<file path="config.mk">
export PLATFORM = sky130hd
export DESIGN_NAME = multicycle_controller
export DESIGN_NICKNAME = d
export VERILOG_FILES = /design/src/rtl/multicycle_ctrl_pkg.sv /design/src/rtl/multicycle_ctrl_perf.sv /design/src/rtl/multicycle_controller.sv
export SDC_FILE = /design/constraint.sdc
export NUM_CORES = 1
export LEC_CHECK = 0
export ABC_CLOCK_PERIOD_IN_PS = 2100
export CORE_MARGIN = 2
export CORE_UTILIZATION = 47
export CTS_BUF_LIST = sky130_fd_sc_hd__clkbuf_2 sky130_fd_sc_hd__clkbuf_4 sky130_fd_sc_hd__clkbuf_8
export CTS_CLUSTER_SIZE = 24
export DETAILED_ROUTE_END_ITERATION = 12
export PLACE_DENSITY = 0.82
export REMOVE_ABC_BUFFERS = 1
export SLEW_MARGIN = 10
export SYNTH_ARGS = -nofsm -noshare
export SYNTH_HDL_FRONTEND = slang
export SYNTH_SLANG_ARGS = --single-unit
</file>
<file path="constraint.sdc">
create_clock -name Clk -period 2.1 [get_ports Clk]
set_clock_uncertainty 0.05 [all_clocks]
set_input_delay 0.525 -clock Clk [delete_from_list [all_inputs] [get_ports Clk]]
set_output_delay 0.525 -clock Clk [all_outputs]
set_load 0.01 [all_outputs]
</file>
<file path="src/rtl/multicycle_ctrl_pkg.sv">
// Shared encodings for the multi-cycle MIPS-subset controller: state codes,
// opcodes, datapath select codes and the control-word struct.
package multicycle_ctrl_pkg;

  typedef enum logic [3:0] {
    S_FETCH     = 4'd0,
    S_DECODE    = 4'd1,
    S_MEM_ADDR  = 4'd2,
    S_MEM_READ  = 4'd3,
    S_MEM_WB    = 4'd4,
    S_MEM_WRITE = 4'd5,
    S_EXEC      = 4'd6,
    S_R_WB      = 4'd7,
    S_ADDI_EXEC = 4'd8,
    S_ADDI_WB   = 4'd9,
    S_BRANCH    = 4'd10,
    S_JUMP      = 4'd11,
    S_ILLEGAL   = 4'd12
  } state_t;

  localparam logic [5:0] OP_RTYPE = 6'h00;
  localparam logic [5:0] OP_LW    = 6'h23;
  localparam logic [5:0] OP_SW    = 6'h2B;
  localparam logic [5:0] OP_BEQ   = 6'h04;
  localparam logic [5:0] OP_BNE   = 6'h05;
  localparam logic [5:0] OP_ADDI  = 6'h08;
  localparam logic [5:0] OP_J     = 6'h02;

  localparam logic [1:0] ALUOP_ADD   = 2'b00;
  localparam logic [1:0] ALUOP_SUB   = 2'b01;
  localparam logic [1:0] ALUOP_FUNCT = 2'b10;

  localparam logic [1:0] PCSRC_ALU    = 2'b00;
  localparam logic [1:0] PCSRC_ALUOUT = 2'b01;
  localparam logic [1:0] PCSRC_JUMP   = 2'b10;

  localparam logic [1:0] SRCB_B      = 2'b00;
  localparam logic [1:0] SRCB_FOUR   = 2'b01;
  localparam logic [1:0] SRCB_IMM    = 2'b10;
  localparam logic [1:0] SRCB_IMM_SH = 2'b11;

  typedef struct packed {
    logic       pcen;
    logic [1:0] pcsource;
    logic       iord;
    logic       memread;
    logic       memwrite;
    logic       irwrite;
    logic       memtoreg;
    logic       regdst;
    logic       regwrite;
    logic       alusrca;
    logic [1:0] alusrcb;
    logic [1:0] aluop;
  } ctl_t;

  // Last state of each instruction; leaving one of these retires it.
  function automatic logic is_final(input state_t s);
    return (s == S_MEM_WB) || (s == S_MEM_WRITE) || (s == S_R_WB) ||
           (s == S_ADDI_WB) || (s == S_BRANCH) || (s == S_JUMP);
  endfunction

endpackage

</file>
<file path="src/rtl/multicycle_ctrl_perf.sv">
// Cycle and retired-instruction counters for the multi-cycle controller.
// Only instantiated when MULTICYCLE_CTRL_PERF_EN is defined.
module multicycle_ctrl_perf (
  input  logic        clk,
  input  logic        rst,
  input  logic        freeze,
  input  logic        instr_done,
  output logic [31:0] cycle_count,
  output logic [31:0] instr_count
);

  logic [31:0] cycle_q;
  logic [31:0] instr_q;

  // Both counters wrap naturally; freeze holds them while the core is halted.
  always_ff @(posedge clk) begin
    if (rst) begin
      cycle_q <= '0;
      instr_q <= '0;
    end else if (!freeze) begin
      cycle_q <= cycle_q + 32'd1;
      if (instr_done) instr_q <= instr_q + 32'd1;
    end
  end

  assign cycle_count = cycle_q;
  assign instr_count = instr_q;

endmodule

</file>
<file path="src/rtl/multicycle_controller.sv">
// Multi-cycle MIPS-subset control FSM driving a shared ALU/unified-memory datapath.
// Optional performance counters are enabled with MULTICYCLE_CTRL_PERF_EN.
module multicycle_controller
  import multicycle_ctrl_pkg::*;
(
  input  logic        Clk,
  input  logic        Rst,
  input  logic [5:0]  Opcode,
  input  logic        Zero,
  input  logic        MemReady,
  output logic        PCEn,
  output logic [1:0]  PCSource,
  output logic        IorD,
  output logic        MemRead,
  output logic        MemWrite,
  output logic        IRWrite,
  output logic        MemtoReg,
  output logic        RegDst,
  output logic        RegWrite,
  output logic        ALUSrcA,
  output logic [1:0]  ALUSrcB,
  output logic [1:0]  ALUOp,
  output logic [3:0]  State,
  output logic        IllegalOp
`ifdef MULTICYCLE_CTRL_PERF_EN
  ,
  output logic [31:0] CycleCount,
  output logic [31:0] InstrCount
`endif
);

  state_t     state;
  state_t     next_state;
  logic [5:0] op_q;
  logic       illegal_q;
  ctl_t       ctl;
  ctl_t       ctl_o;

  always_ff @(posedge Clk) begin
    if (Rst) begin
      state     <= S_FETCH;
      op_q      <= '0;
      illegal_q <= 1'b0;
    end else begin
      state <= next_state;
      if (state == S_DECODE) op_q <= Opcode;
      if (next_state == S_ILLEGAL) illegal_q <= 1'b1;
    end
  end

  // Memory handshake: a request (MemRead or MemWrite) is held constant from
  // the first cycle of FETCH/MEM_READ/MEM_WRITE until the cycle MemReady=1,
  // which completes the access; MemReady is don't-care in every other state.
  always_comb begin
    next_state = state;
    ctl        = '0;
    case (state)
      S_FETCH: begin
        ctl.memread = 1'b1;
        ctl.alusrcb = SRCB_FOUR;
        ctl.aluop   = ALUOP_ADD;
        if (MemReady) begin
          ctl.irwrite  = 1'b1;
          ctl.pcen     = 1'b1;
          ctl.pcsource = PCSRC_ALU;
          next_state   = S_DECODE;
        end
      end
      S_DECODE: begin
        ctl.alusrcb = SRCB_IMM_SH;
        ctl.aluop   = ALUOP_ADD;
        case (Opcode)
          OP_LW, OP_SW:   next_state = S_MEM_ADDR;
          OP_RTYPE:       next_state = S_EXEC;
          OP_ADDI:        next_state = S_ADDI_EXEC;
          OP_BEQ, OP_BNE: next_state = S_BRANCH;
          OP_J:           next_state = S_JUMP;
          default:        next_state = S_ILLEGAL;
        endcase
      end
      S_MEM_ADDR: begin
        ctl.alusrca = 1'b1;
        ctl.alusrcb = SRCB_IMM;
        ctl.aluop   = ALUOP_ADD;
        next_state  = (op_q == OP_SW) ? S_MEM_WRITE : S_MEM_READ;
      end
      S_MEM_READ: begin
        ctl.memread = 1'b1;
        ctl.iord    = 1'b1;
        if (MemReady) next_state = S_MEM_WB;
      end
      S_MEM_WB: begin
        ctl.regwrite = 1'b1;
        ctl.memtoreg = 1'b1;
        next_state   = S_FETCH;
      end
      S_MEM_WRITE: begin
        ctl.memwrite = 1'b1;
        ctl.iord     = 1'b1;
        if (MemReady) next_state = S_FETCH;
      end
      S_EXEC: begin
        ctl.alusrca = 1'b1;
        ctl.alusrcb = SRCB_B;
        ctl.aluop   = ALUOP_FUNCT;
        next_state  = S_R_WB;
      end
      S_R_WB: begin
        ctl.regwrite = 1'b1;
        ctl.regdst   = 1'b1;
        next_state   = S_FETCH;
      end
      S_ADDI_EXEC: begin
        ctl.alusrca = 1'b1;
        ctl.alusrcb = SRCB_IMM;
        ctl.aluop   = ALUOP_ADD;
        next_state  = S_ADDI_WB;
      end
      S_ADDI_WB: begin
        ctl.regwrite = 1'b1;
        next_state   = S_FETCH;
      end
      S_BRANCH: begin
        // Branch sense comes from the opcode captured in DECODE, not the live IR.
        ctl.alusrca  = 1'b1;
        ctl.alusrcb  = SRCB_B;
        ctl.aluop    = ALUOP_SUB;
        ctl.pcsource = PCSRC_ALUOUT;
        ctl.pcen     = (op_q == OP_BNE) ? ~Zero : Zero;
        next_state   = S_FETCH;
      end
      S_JUMP: begin
        ctl.pcen     = 1'b1;
        ctl.pcsource = PCSRC_JUMP;
        next_state   = S_FETCH;
      end
      S_ILLEGAL: next_state = S_ILLEGAL;
      default:   next_state = S_FETCH;
    endcase
  end

  // Reset masks every output so an abandoned access never commits.
  assign ctl_o     = Rst ? '0 : ctl;
  assign PCEn      = ctl_o.pcen;
  assign PCSource  = ctl_o.pcsource;
  assign IorD      = ctl_o.iord;
  assign MemRead   = ctl_o.memread;
  assign MemWrite  = ctl_o.memwrite;
  assign IRWrite   = ctl_o.irwrite;
  assign MemtoReg  = ctl_o.memtoreg;
  assign RegDst    = ctl_o.regdst;
  assign RegWrite  = ctl_o.regwrite;
  assign ALUSrcA   = ctl_o.alusrca;
  assign ALUSrcB   = ctl_o.alusrcb;
  assign ALUOp     = ctl_o.aluop;
  assign State     = Rst ? 4'd0 : state;
  assign IllegalOp = ~Rst & illegal_q;

`ifdef MULTICYCLE_CTRL_PERF_EN
  logic instr_done;
  assign instr_done = is_final(state) && (next_state == S_FETCH);

  multicycle_ctrl_perf u_perf (
    .clk         (Clk),
    .rst         (Rst),
    .freeze      (state == S_ILLEGAL),
    .instr_done  (instr_done),
    .cycle_count (CycleCount),
    .instr_count (InstrCount)
  );
`endif

endmodule

</file>
==> qor.csv <==
stage,metric,value,unit
cells_and_area,area_growth,67.35,%
power,power,1.390,mW
routing,drcViolationCount,0,
cells_and_area,final-seq-area,229.0,um^2
power,ir_drop,0.6713,mV
timing,report.final.slew_viol_count,0,
die,dieArea,2318,um^2
routing,drt-initial-drc-count,31,
worst_setup_path,cp_max_fo,1,
worst_setup_path,end_kind,output pin,
place,placed_area,1484,um^2
cells_and_area,fin_area,1533,um^2
routing,wire_per_inst,15.29,um
cts,cts.sinks,11,
worst_setup_path,start_kind,input port,
synthesis,synth_ff_type,dfxtp_1,
synthesis,synth_edf_count,0,
timing,rsz0062_at_grt,yes,
global_routing,gr-total-overflow,0,
timing,min_period,2390,ps
cts,path_clk_slew,70,ps
power,power_density,906.6,nW/um^2
worst_setup_path,cp_slowest_cell,clkdlybuf4s50_1,
synthesis,netlist.top_cell.by_area,dfxtp_1,
worst_setup_path,crit_type,in -> out,
global_routing,grt_pass1_wl,4429,um
timing,finalCritPeriodShare,1.138,
outcome,violations,setup timing,
worst_setup_path,cp_cell_sequence,clkdlybuf4s50_1 > xor2_1 > o211ai_1 > a211oi_1 > buf_2,
synthesis,syn_inst,133,
timing,tns,-289.6,ps
global_routing,grtUsageTotal,0.2708,
routing,wl,3409,um
cells_and_area,multi_input_area,651.9,um^2
routing,first_pass_iters,5,
hold_path,hp-class,reg -> reg,
global_routing,grt_antenna_before_repair,0,
cts,clockBufferDepth,2,
cells_and_area,drive_gt1_frac,0.3434,
die,die_x,48.15,um
synthesis,synth-seq-cells,11,
synthesis,netlist.area_leader.share,0.2404,
timing,setup_violations,1,
timing,relSlewSlack,0.6313,
timing,fin_ws,-289.6,ps
die,rows,15,
routing,num_vias,1271,
synthesis,synth_area,915.9,um^2
timing,worstMarginPinSlew,545.9,ps
synthesis,ys_warn_count,0,
place,port_buffers,29,
die,start_util,0.5137,
routing,ant_nets,0,
place,gp_congestion,0.8658,
run,drv_cap,0,
worst_setup_path,crit_arrival,1810,ps
synthesis,yosysSeqAreaShare,0.2404,
timing,finalHoldViolations,0,
global_routing,grt_max_degree,13,
cells_and_area,diodes,0,
worst_setup_path,cp.required,1520,ps
cts,root_buffer,clkbuf_4,
synthesis,ys_async_sr_fraction,0,
die,die_h,48.15,um
outcome,status,finished with violations,
routing,vias_per_cell,5.700,
cts,cts_made_buffers,3,
die,ios,30,
worst_setup_path,slowest_delay,490,ps
cts,clk_latency,280,ps
synthesis,post_synth_num_cell_types,40,
cts,htreeDepth,1,
power,p_leak,0.7094,nW
global_routing,grt_pass1_vias,1075,
die,core,1783,um^2
place,dp_worst_setup_slack,-571.6,ps
place,post-dp-hpwl,2213,um
timing,max_freq,418.5,MHz
cells_and_area,nets,209,
synthesis,syn_area_per_cell,6.886,um^2
synthesis,ys_top_cells_by_area,"dfxtp_1 24%, nand2_1 7.4%, nor2_1 7.0%, a21oi_1 5.5%, nor3_1 4.4%",
cts,ctsHoldBuffers,0,
cts,cts_tree,done,
cells_and_area,fillers,103,
==> area by class of cell <==
cell class                 count  share of cell area
clock inverter                 1            0.003265
timing repair buffer          72              0.3747
multi-input combinational    106              0.4253
clock buffer                   3             0.01469
sequential                    11              0.1494
inverter                       5             0.01224
tap                           25             0.02041
==> logic make-up after synthesis <==
logic type             share of synthesized area
buffers and inverters                    0.07922
AND/OR/NAND/NOR                           0.4358
flip-flops                                0.2404
multiplexers                             0.01093
XOR/XNOR                                 0.03826
AO/OA/AOI/OAI                             0.1954
==> state kept, by name, indices dropped and copies added (netlist names) <==
name and cells:
illegal_q 1, op_q 6, state 4
==> path summary, 6_finish.rpt <==
path / start / endpoint / slack [ps] / depth (start not counted)
setup reg to reg: op_q[4]$_SDFFE_PP0P_ / illegal_q$_SDFFE_PP0N_ / 120 / 6
setup / recovery: Zero / PCEn / -290 / 5
hold / removal: op_q[4]$_SDFFE_PP0P_ / op_q[4]$_SDFFE_PP0P_ / 530 / 3
hold reg to reg: op_q[4]$_SDFFE_PP0P_ / op_q[4]$_SDFFE_PP0P_ / 530 / 3
==> power by group <==
group          switching (mW)  total (mW)  internal (mW)
clock                  0.0809       0.152         0.0709
sequential             0.0642       0.330          0.266
combinational           0.453       0.908          0.455
total                   0.598        1.39          0.791
==> layout by cell type (no fill, tap or decap), types with 5 or more instances in the layout <==
cell             instances
buf_4                   41
nand2_1                 18
nor2_1                  16
dlygate4sd2_1           13
a21oi_1                 10
dfxtp_1                  8
clkdlybuf4s50_1          8
nor3_1                   7
clkbuf_2                 5
==> through the flow <==
| step | util | hold slack [ps] | cells |
|---|---|---|---|
| global route | 0.8596 | 554.3 | 223 |
| global placement | 0.8323 | 512.9 | 216 |
| finish | 0.8596 | 525.7 | 223 |
| CTS | 0.8393 | 528.7 | 220 |
| detailed placement | 0.8323 | 516.4 | 216 |
| floorplan | - | 374.1 | 122 |
==> worst max-delay path, delay by kind of cell <==
family	cells	cell delay [ps]
AOI/OAI and AO/OA	2	380
xor gates and xnor gates	1	250
buffers and inverters	2	660
==> timing repair <==
item | 4_1_cts | 5_1_grt
gates cloned | 0 | 0
buffers inserted | 0 | 3
setup endpoints to repair | 20 | 13
gates resized for setup | 35 | 19
pin swaps | 2 | 1
==> cell usage after synthesis, types with 2 or more instances <==
cell type,count
nor2b_1,5
o41ai_1,2
nor4b_1,2
nand2_1,18
nand3b_1,3
buf_2,7
inv_1,4
nand3_1,4
a21oi_1,10
nand2b_1,4
o211ai_1,2
a31oi_1,2
clkbuf_1,2
o21ai_1,2
dfxtp_1,11
a211oi_1,3
xnor2_1,3
nor2_1,17
nor4_1,4
nor3_1,8
==> routing by layer <==
layer,up-vias,global-route usage,share of wire
li1,601,-,-
met5,-,0,0
met1,595,0.3020,0.39
met2,65,0.5000,0.52
met3,10,0.07037,0.067
met4,0,0.07568,0.029
Power figures use the tool's default switching activity.
